<file path="config.mk">
export PLATFORM = sky130hd
export DESIGN_NAME = pwm_ramp_ctrl
export DESIGN_NICKNAME = d
export VERILOG_FILES = /design/src/rtl/pwm_ramp_ctrl.sv
export SDC_FILE = /design/constraint.sdc
export NUM_CORES = 1
export LEC_CHECK = 0
export ABC_AREA = 1
export CORE_UTILIZATION = 40
export CTS_BUF_LIST = sky130_fd_sc_hd__clkbuf_8
export DETAILED_ROUTE_END_ITERATION = 10
export PLACE_DENSITY = 0.63
export SLEW_MARGIN = 30
export SYNTH_ARGS = -nofsm -noshare
export SYNTH_HDL_FRONTEND = slang
export SYNTH_SLANG_ARGS = --single-unit
</file>
<file path="constraint.sdc">
create_clock -name clk -period 3.2 [get_ports clk]
set_input_delay 0.64 -clock clk [delete_from_list [all_inputs] [get_ports clk]]
set_output_delay 0.64 -clock clk [all_outputs]
set_load 0.02 [all_outputs]
</file>
<file path="src/rtl/pwm_ramp_ctrl.sv">
// pwm_ramp_ctrl
//   Duty-cycle sequencer feeding the PWM counter's (N+1)-bit duty input.
//   After a start it moves duty from its present value to a programmed target
//   in fixed steps. Updates land only on PWM period boundaries (period_tick),
//   so the PWM output never sees a duty change in the middle of a period.
//   Typical uses are motor soft-start/soft-stop and LED fades.
//
//   Optional feature: define PWM_RAMP_LOOP_EN to add the 'loop' input. With
//   loop=1 the ramp bounces between the start duty and the target
//   indefinitely (triangle/breathing) until abort. Without the macro only the
//   single-shot ramp exists and there is no loop port.
//
// Ports
//   clk          system clock, rising edge
//   reset        synchronous, active-high
//   start        one-cycle ramp request, accepted only in IDLE
//   abort        return to IDLE holding duty; beats start and period_tick
//   loop         (PWM_RAMP_LOOP_EN only) bounce between endpoints forever
//   target       destination duty, clamped to 2^N, sampled on start
//   step         duty change per update (0 means 1), sampled on start
//   interval     one update per interval+1 period ticks, sampled on start
//   period_tick  end-of-period pulse from the PWM block
//   duty         registered duty to the PWM block
//   duty_load    one-cycle pulse in every cycle a new duty value appears
//   busy         state == RAMP
//   done         state == DONE (one-cycle pulse)

module pwm_ramp_ctrl #(
  parameter int N          = 4,
  parameter int INTERVAL_W = 4
) (
  input  logic                  clk,
  input  logic                  reset,
  input  logic                  start,
  input  logic                  abort,
`ifdef PWM_RAMP_LOOP_EN
  input  logic                  loop,
`endif
  input  logic [N:0]            target,
  input  logic [N:0]            step,
  input  logic [INTERVAL_W-1:0] interval,
  input  logic                  period_tick,
  output logic [N:0]            duty,
  output logic                  duty_load,
  output logic                  busy,
  output logic                  done
);

  // state | meaning
  // IDLE  | waiting for start; duty holds
  // RAMP  | stepping duty toward tgt_q on every (int_q+1)-th period tick
  // DONE  | target reached; one-cycle done pulse, then IDLE
  typedef enum logic [1:0] {
    IDLE = 2'd0,
    RAMP = 2'd1,
    DONE = 2'd2
  } state_t;

  localparam logic [N:0] FULL_ON  = {1'b1, {N{1'b0}}};
  localparam logic [N:0] STEP_ONE = {{N{1'b0}}, 1'b1};

  state_t                state, state_n;
  logic [N:0]            duty_n;
  logic                  load_n;
  logic [INTERVAL_W-1:0] cnt, cnt_n;
  logic [N:0]            tgt_q, tgt_n;
  logic [N:0]            step_q, step_n;
  logic [INTERVAL_W-1:0] int_q, int_n;
`ifdef PWM_RAMP_LOOP_EN
  logic                  loop_q, loop_n;
  logic [N:0]            orig_q, orig_n;
`endif

  logic [N:0]   tgt_clamp;
  logic [N+1:0] sum_w;
  logic [N+1:0] diff_w;
  logic [N+1:0] tgt_w;
  logic [N:0]   ramp_next;

  // Next ramp value. One extra bit of headroom lets the sum/difference be
  // compared against the target before truncation, so a large step lands
  // exactly on the target instead of wrapping or overshooting.
  always_comb begin
    tgt_clamp = (target > FULL_ON) ? FULL_ON : target;
    tgt_w     = {1'b0, tgt_q};
    sum_w     = {1'b0, duty} + {1'b0, step_q};
    diff_w    = {1'b0, duty} - {1'b0, step_q};
    if (tgt_q > duty) begin
      ramp_next = (sum_w > tgt_w) ? tgt_q : sum_w[N:0];
    end else begin
      // diff_w MSB set means duty - step went negative
      ramp_next = (diff_w[N+1] || (diff_w < tgt_w)) ? tgt_q : diff_w[N:0];
    end
  end

  always_comb begin
    state_n = state;
    duty_n  = duty;
    load_n  = 1'b0;
    cnt_n   = cnt;
    tgt_n   = tgt_q;
    step_n  = step_q;
    int_n   = int_q;
`ifdef PWM_RAMP_LOOP_EN
    loop_n  = loop_q;
    orig_n  = orig_q;
`endif
    case (state)
      IDLE: begin
        if (start && !abort) begin
          tgt_n   = tgt_clamp;
          step_n  = (step == '0) ? STEP_ONE : step;
          int_n   = interval;
          cnt_n   = '0;
`ifdef PWM_RAMP_LOOP_EN
          loop_n  = loop;
          orig_n  = duty;
`endif
          state_n = (tgt_clamp == duty) ? DONE : RAMP;
        end
      end
      RAMP: begin
        if (abort) begin
          state_n = IDLE;
        end else if (period_tick) begin
          if (cnt != int_q) begin
            cnt_n = cnt + INTERVAL_W'(1);
          end else begin
            cnt_n  = '0;
            duty_n = ramp_next;
            load_n = 1'b1;
            if (ramp_next == tgt_q) begin
`ifdef PWM_RAMP_LOOP_EN
              // Looping: swap endpoints and head back the other way.
              if (loop_q) begin
                tgt_n  = orig_q;
                orig_n = tgt_q;
              end else begin
                state_n = DONE;
              end
`else
              state_n = DONE;
`endif
            end
          end
        end
      end
      DONE: begin
        state_n = IDLE;
      end
      default: begin
        state_n = IDLE;
      end
    endcase
  end

  always_ff @(posedge clk) begin
    if (reset) begin
      state <= IDLE;
    end else begin
      state <= state_n;
    end
  end

  always_ff @(posedge clk) begin
    if (reset) begin
      duty      <= '0;
      duty_load <= 1'b0;
      cnt       <= '0;
      tgt_q     <= '0;
      step_q    <= STEP_ONE;
      int_q     <= '0;
`ifdef PWM_RAMP_LOOP_EN
      loop_q    <= 1'b0;
      orig_q    <= '0;
`endif
    end else begin
      duty      <= duty_n;
      duty_load <= load_n;
      cnt       <= cnt_n;
      tgt_q     <= tgt_n;
      step_q    <= step_n;
      int_q     <= int_n;
`ifdef PWM_RAMP_LOOP_EN
      loop_q    <= loop_n;
      orig_q    <= orig_n;
`endif
    end
  end

  assign busy = (state == RAMP);
  assign done = (state == DONE);

endmodule

</file>
== After elaboration in Yosys (flattened, before gate mapping) ==
Index checks and enable logic that the tools add are counted.

* Register bits: 26
* Memories kept: 0
* Word-level logic and storage cells: 58
* Latch bits: 0
* Output and inout bits: 8
* Memory bits (writable): 0
* Bits in read-only memories: 0
* Bits of input ports: 19

* Reduce and logical (&&, ||, !) cells: 11
* Multiplexer cells: 18
* Div/mod/pow operators: 0
* $add $sub $neg: 3
* Equality and inequality tests: 11
* Bitwise operators: 4
* Multipliers: 0
* $lt $le $gt $ge: 4
* Shifts and indexed selects: 0

{| class="wikitable"
|+ Operators by type and width
! operator !! count
|-
| $mux 5 || 5
|-
| $mux 4 || 4
|-
| $mux 2 || 6
|-
| $reduce_and 4->1 || 3
|-
| $eq 5x5->1 || 2
|-
| $pmux 4 s2 || 1
|-
| $add 5x5->6 || 1
|-
| $gt 6x5->1 || 1
|-
| $lt 6x5->1 || 1
|-
| $ne 2x2->1 const B || 3
|-
| $ne 3x3->1 const B || 2
|-
| $sub 5x5->6 || 1
|-
| $gt 5x5->1 || 1
|-
| $gt 5x5->1 const B || 1
|-
| $logic_not 5->1 || 1
|-
| $add 4x1->4 const B || 1
|-
| $ne 4x4->1 || 1
|-
| $not 1->1 || 4
|-
| $pmux 2 s2 || 1
|-
| $reduce_or 4->1 || 1
|-
| $ne 3x2->1 const B || 1
|-
| $eq 2x1->1 const B || 1
|-
| $eq 2x2->1 const B || 1
|-
| $logic_not 2->1 || 1
|-
| 6 further kinds || 6
|}

== Longest topological paths before layout ==
* Word-level depth: 11
* Depth in mapped cells: 25
* Mapped depth without buffers: 24

== Worst setup path before layout ==
Ideal clock, no wire load.

* Path type: register to register
* Start point: register duty[2]
* End point: register state[0]
* Period minus slack after synthesis: 2.878 ns
* Cell stages (with the launch flop): 25
* Library setup time: 0.127 ns
* Arrival: 2.751 ns
* Data required time: 3.073 ns
* Path buffers: 1
* Setup slack: 0.322 ns
* Cell sequence: dfxtp_1 ha_1 buf_6 nor2_1 nand2_1 nand2_2 nand2_2 nand2_1 inv_1 ha_1 nand2_1 o21ai_0 nand2_1 nand2_1 nand2_1 nand2_4 nand2_2 nand2_1 nand2_1 nand2_1 nor2_2 nor2_1 nand3_2 nand2_1 a21oi_2

* Word-level cells in the longest chain between the ends: 8
* Elaborated cells on any way between the ends: 16
* Classes of those cells: 2 x add/sub; 3 x order compare; 3 x eq/ne; 6 x mux; 2 x reduce/logical

{| class="wikitable"
|+ RTL lines
! element !! line !! source
|-
| start: declaration || 43 || <nowiki>output logic [N:0] duty,</nowiki>
|-
| start signal: assignment || 178 || <nowiki>duty <= duty_n;</nowiki>
|-
| $sub 5x5->6 || 87 || <nowiki>diff_w = {1'b0, duty} - {1'b0, step_q};</nowiki>
|-
| $lt 6x5->1 || 92 || <nowiki>ramp_next = (diff_w[N+1] || (diff_w < tgt_w)) ? tgt_q : diff_w[N:0];</nowiki>
|-
| $logic_or 1x1->1 || 92 ||
|-
| $mux 5 || 92 ||
|-
| $mux 5 || 88 || <nowiki>if (tgt_q > duty) begin</nowiki>
|-
| $eq 5x5->1 || 132 || <nowiki>if (ramp_next == tgt_q) begin</nowiki>
|-
| $ne 3x2->1 (no source line) || -- ||
|-
| $reduce_and 4->1 (no source line) || -- ||
|-
| end signal: assignment || 161 || <nowiki>state <= state_n;</nowiki>
|-
| end: declaration || 62 || <nowiki>state_t state, state_n;</nowiki>
|}

Parallel ways exist; a longest one is shown, timed or not. The select of a mux whose other input is x is not followed.
A chain may end at the register's enable or synchronous reset.

== Worst setup path in the final report ==
* Start point: register duty[0]
* End point: register state[0]

The elaborated chain is that of the path after synthesis.

==> impl_metrics.csv <==
group,metric,value,unit
clocking,cts.path.max_buffers,2,
synth,synth_top_area_frac,0.227,
final_layout,syn2layout_area_growth,21.6,%
die,die_h,77.8,microns
worst_setup_path,r2r-end,"state[0]",
drt,firstDrtPassIters,4,
drt,vias,2213,
worst_setup_path,cpLargestDelayFamily,"simple AND/OR/NAND/NOR gates",
clocking,root_buffer,"clkbuf_8",
run_status,status,"finished clean",
worst_setup_path,path_max_fanout,9,
worst_setup_path,cp.arrival,3150,ps
clocking,cts_hold_buf,0,
synth,synth_simple_gate_area_share,0.324,
worst_setup_path,cp_common_cell,"nand2_1",
die,die_area,6050,sq um
grt,grt_use_total,0.200,
synth,synth_area_leaders,"dfxtp_1, ha_1, nand2_1",
clocking,tritoncts,"built",
synth,syn_area,2300,sq um
sta,worst_slew_pin_slew,418,ps
synth,yosysTopAreaCell,"dfxtp_1",
drt,viasPerCell,4.96,
power,p_total,1170,uW
synth,synthAdderAreaFrac,0.154,
sta,hold_viol_final,0,
synth,ys_seq_area_frac,0.227,
placed_design,dp_hpwl,4.64,mm
drt,wl,5.70,mm
clocking,cts_buffers,3,
synth,synth-edff-count,0,
worst_setup_path,startpoint,"duty[0]",
placed_design,gp_congestion,0.930,
synth,synthArstFlopShare,0,
worst_setup_path,reg2reg_slack,210,ps
worst_setup_path,path_cells,"inv_2, ha_1, inv_1, fa_2, a21oi_1, o21bai_1, xor2_1, inv_1, ha_1, nand2_2, nand2_4, nand2_8, nand2_1, nand3_1, nand3_1, nand2_1, nor2_2, nand3_2, nand2_1, a21oi_2",
synth,syn_inst,341,
drt,ant_nets,0,
synth,synth-compound-area-share,0.149,
synth,avgSynthCellArea,6.73,sq um
placed_design,io_buffers,26,
clocking,cts_max_level,1,
final_layout,drive_gt1_frac,0.118,
hold_path,hp-class,"reg2reg",
synth,muxShareOfSynthArea,0,
die,coreArea,5510,sq um
sta,post-route-min-period,2990,ps
synth,ys_warn_count,0,
synth,synthTopCellsByCount,"nand2_1, inv_1, nand3_1, dfxtp_1, nor2_1",
synth,synth_seq_cells,26,
sta,skew,3.53,ps
synth,synth_top_family_by_area,"simple AND/OR/NAND/NOR gates",
hold_path,min_from,"step_q[4]",
sta,max_slew_margin,0.721,
drt,wl_per_cell,12.8,microns
drt,drtIter0Drc,113,
die,io_pins,27,
worst_setup_path,end_kind,"flip-flop",
clocking,path_clk_slew,90,ps
worst_setup_path,cp_slowest_stage_delay,380,ps
power,ir_drop,0.000247,V
worst_setup_path,path_buf_inv,3,
die,die_w,77.8,microns
grt,grt_pass1_vias,2008,
hold_path,worstHoldPathCells,2,
sta,finalSetupViolCount,0,
sta,hold_slack,494,ps
sta,drv_slew,0,
power,p_leak,0.00138,uW
synth,synth_xor_area_frac,0.0496,
worst_setup_path,critPathLaunchType,"flip-flop",
worst_setup_path,worst_r2r_path_depth,20,
synth,netlist-cell-type-count,34,
die,fp-row-count,27,
final_layout,layout.nets,421,
power,powerDensity,418,nW/um^2
worst_setup_path,slowest_stage,"dfxtp_4",
worst_setup_path,crit_type,"reg2reg",
grt,antenna_found_initial,0,
final_layout,diodes,0,
die,initial_core_util,0.417,
drt,drcViolationCount,0,
sta,clock.fmax,334,MHz
clocking,clock_latency,270,ps
grt,grt_pass1_wl,9.58,mm
synth,synth_nets,387,
synth,synthFlopType,"dfxtp_1",
run,maxCapViolCount,0,
sta,fin_tns_setup,0,ps
hold_path,min_to,"step_q[4]",
synth,yosysMostFrequentCell,"nand2_1",
worst_setup_path,required,3360,ps
worst_setup_path,r2r_start,"duty[0]",
grt,grt_overflow,0,
sta,post-route-period-util,0.935,
grt,grt_start_max_net_pins,17,
clocking,cts.sink_count,26,
-- registers in the layout, summed over array words and instances, names as in the netlist --
register   cells
tgt_q          5
duty_load      1
state          2
duty           5
step_q         5
int_q          4
cnt            4
-- metrics by stage --
step / instances / instance area [sq um] / worst slack, ps / utilization
6_report: 446 / 2790 / 208 / 0.507
4_1_cts: 444 / 2740 / 5.05 / 0.497
3_3_place_gp: 440 / 2670 / 59.5 / 0.484
5_1_grt: 446 / 2790 / -0.182 / 0.507
2_1_floorplan: 341 / 2300 / 322 / -
3_5_place_dp: 440 / 2670 / 25.5 / 0.484
-- cell type report --
cell class	instances	area, sq um
clock buffers	3	41.3
clock inverters	1	30.0
fillers	578	2720
inverters	50	190
multi-input cells	260	1600
flip-flops and latches	26	524
well taps	72	90.1
repair buffers	34	320
-- report_power, final --
group | internal (uW) | switching [uW]
Sequential | 341 | 19.8
Clock | 167 | 106
Combinational | 204 | 330
Total | 712 | 455
-- routing by layer --
| layer | GRT usage | up-vias | routed length [microns] |
|---|---|---|---|
| li1 | - | 1176 | - |
| met1 | 0.286 | 982 | 2790 |
| met2 | 0.324 | 51 | 2570 |
| met3 | 0.0247 | 4 | 283 |
| met4 | 0.0283 | 0 | 59 |
| met5 | 0 | - | 0 |
-- layout by cell type, fill, tap and decap left out, types with 2 or more instances in the layout --
cell and count:
nand2_1 69, inv_1 47, nand3_1 43, nor2_1 26, clkdlybuf4s50_1 26, dfxtp_1 25, ha_1 24, a21oi_1 22
o21ai_0 17, xor2_1 12, buf_4 8, nand2_2 7, o21ai_1 5, a21oi_2 4, nand2_4 3, nand3b_1 3
nor2_2 3, clkbuf_8 3, o21bai_1 2, a21oi_4 2, inv_2 2, nand4_1 2, nand3_2 2, or2_2 2
fa_2 2
-- how the worst max path moves through the flow --
| stage | to | slack (ps) | cells past startpoint |
|---|---|---|---|
| after floorplan | state[0] | 320 | 24 |
| after global placement | state[0] | 60 | 20 |
| after detailed placement | state[0] | 30 | 20 |
| after CTS | state[0] | 5 | 20 |
| after global routing | state[0] | -0.2 | 24 |
| final | state[0] | 210 | 20 |
-- cell families (layout without fill, tap and decap cells) --
group                      Yosys count  after routing
buffers and inverters               56             88
and+or+nand+nor                    163            164
xor gates and xnor gates            13             13
AOI/OAI and AO/OA                   56             56
DFF                                 26             26
adders and majority gates           27             27
-- worst min-delay path, stage by stage (launching register included) --
cell     delay, ps
dfxtp_1        320
inv_1           70
a21oi_1         60
-- timing repair --
| action | CTS | global route |
|---|---|---|
| endpoints found under the hold margin | 0 | 0 |
| endpoints found under the setup margin | 0 | 3 |
| buffers inserted | 0 | 1 |
| resized for setup | 0 | 12 |
Note: power is estimated with default switching activity, not from simulation.
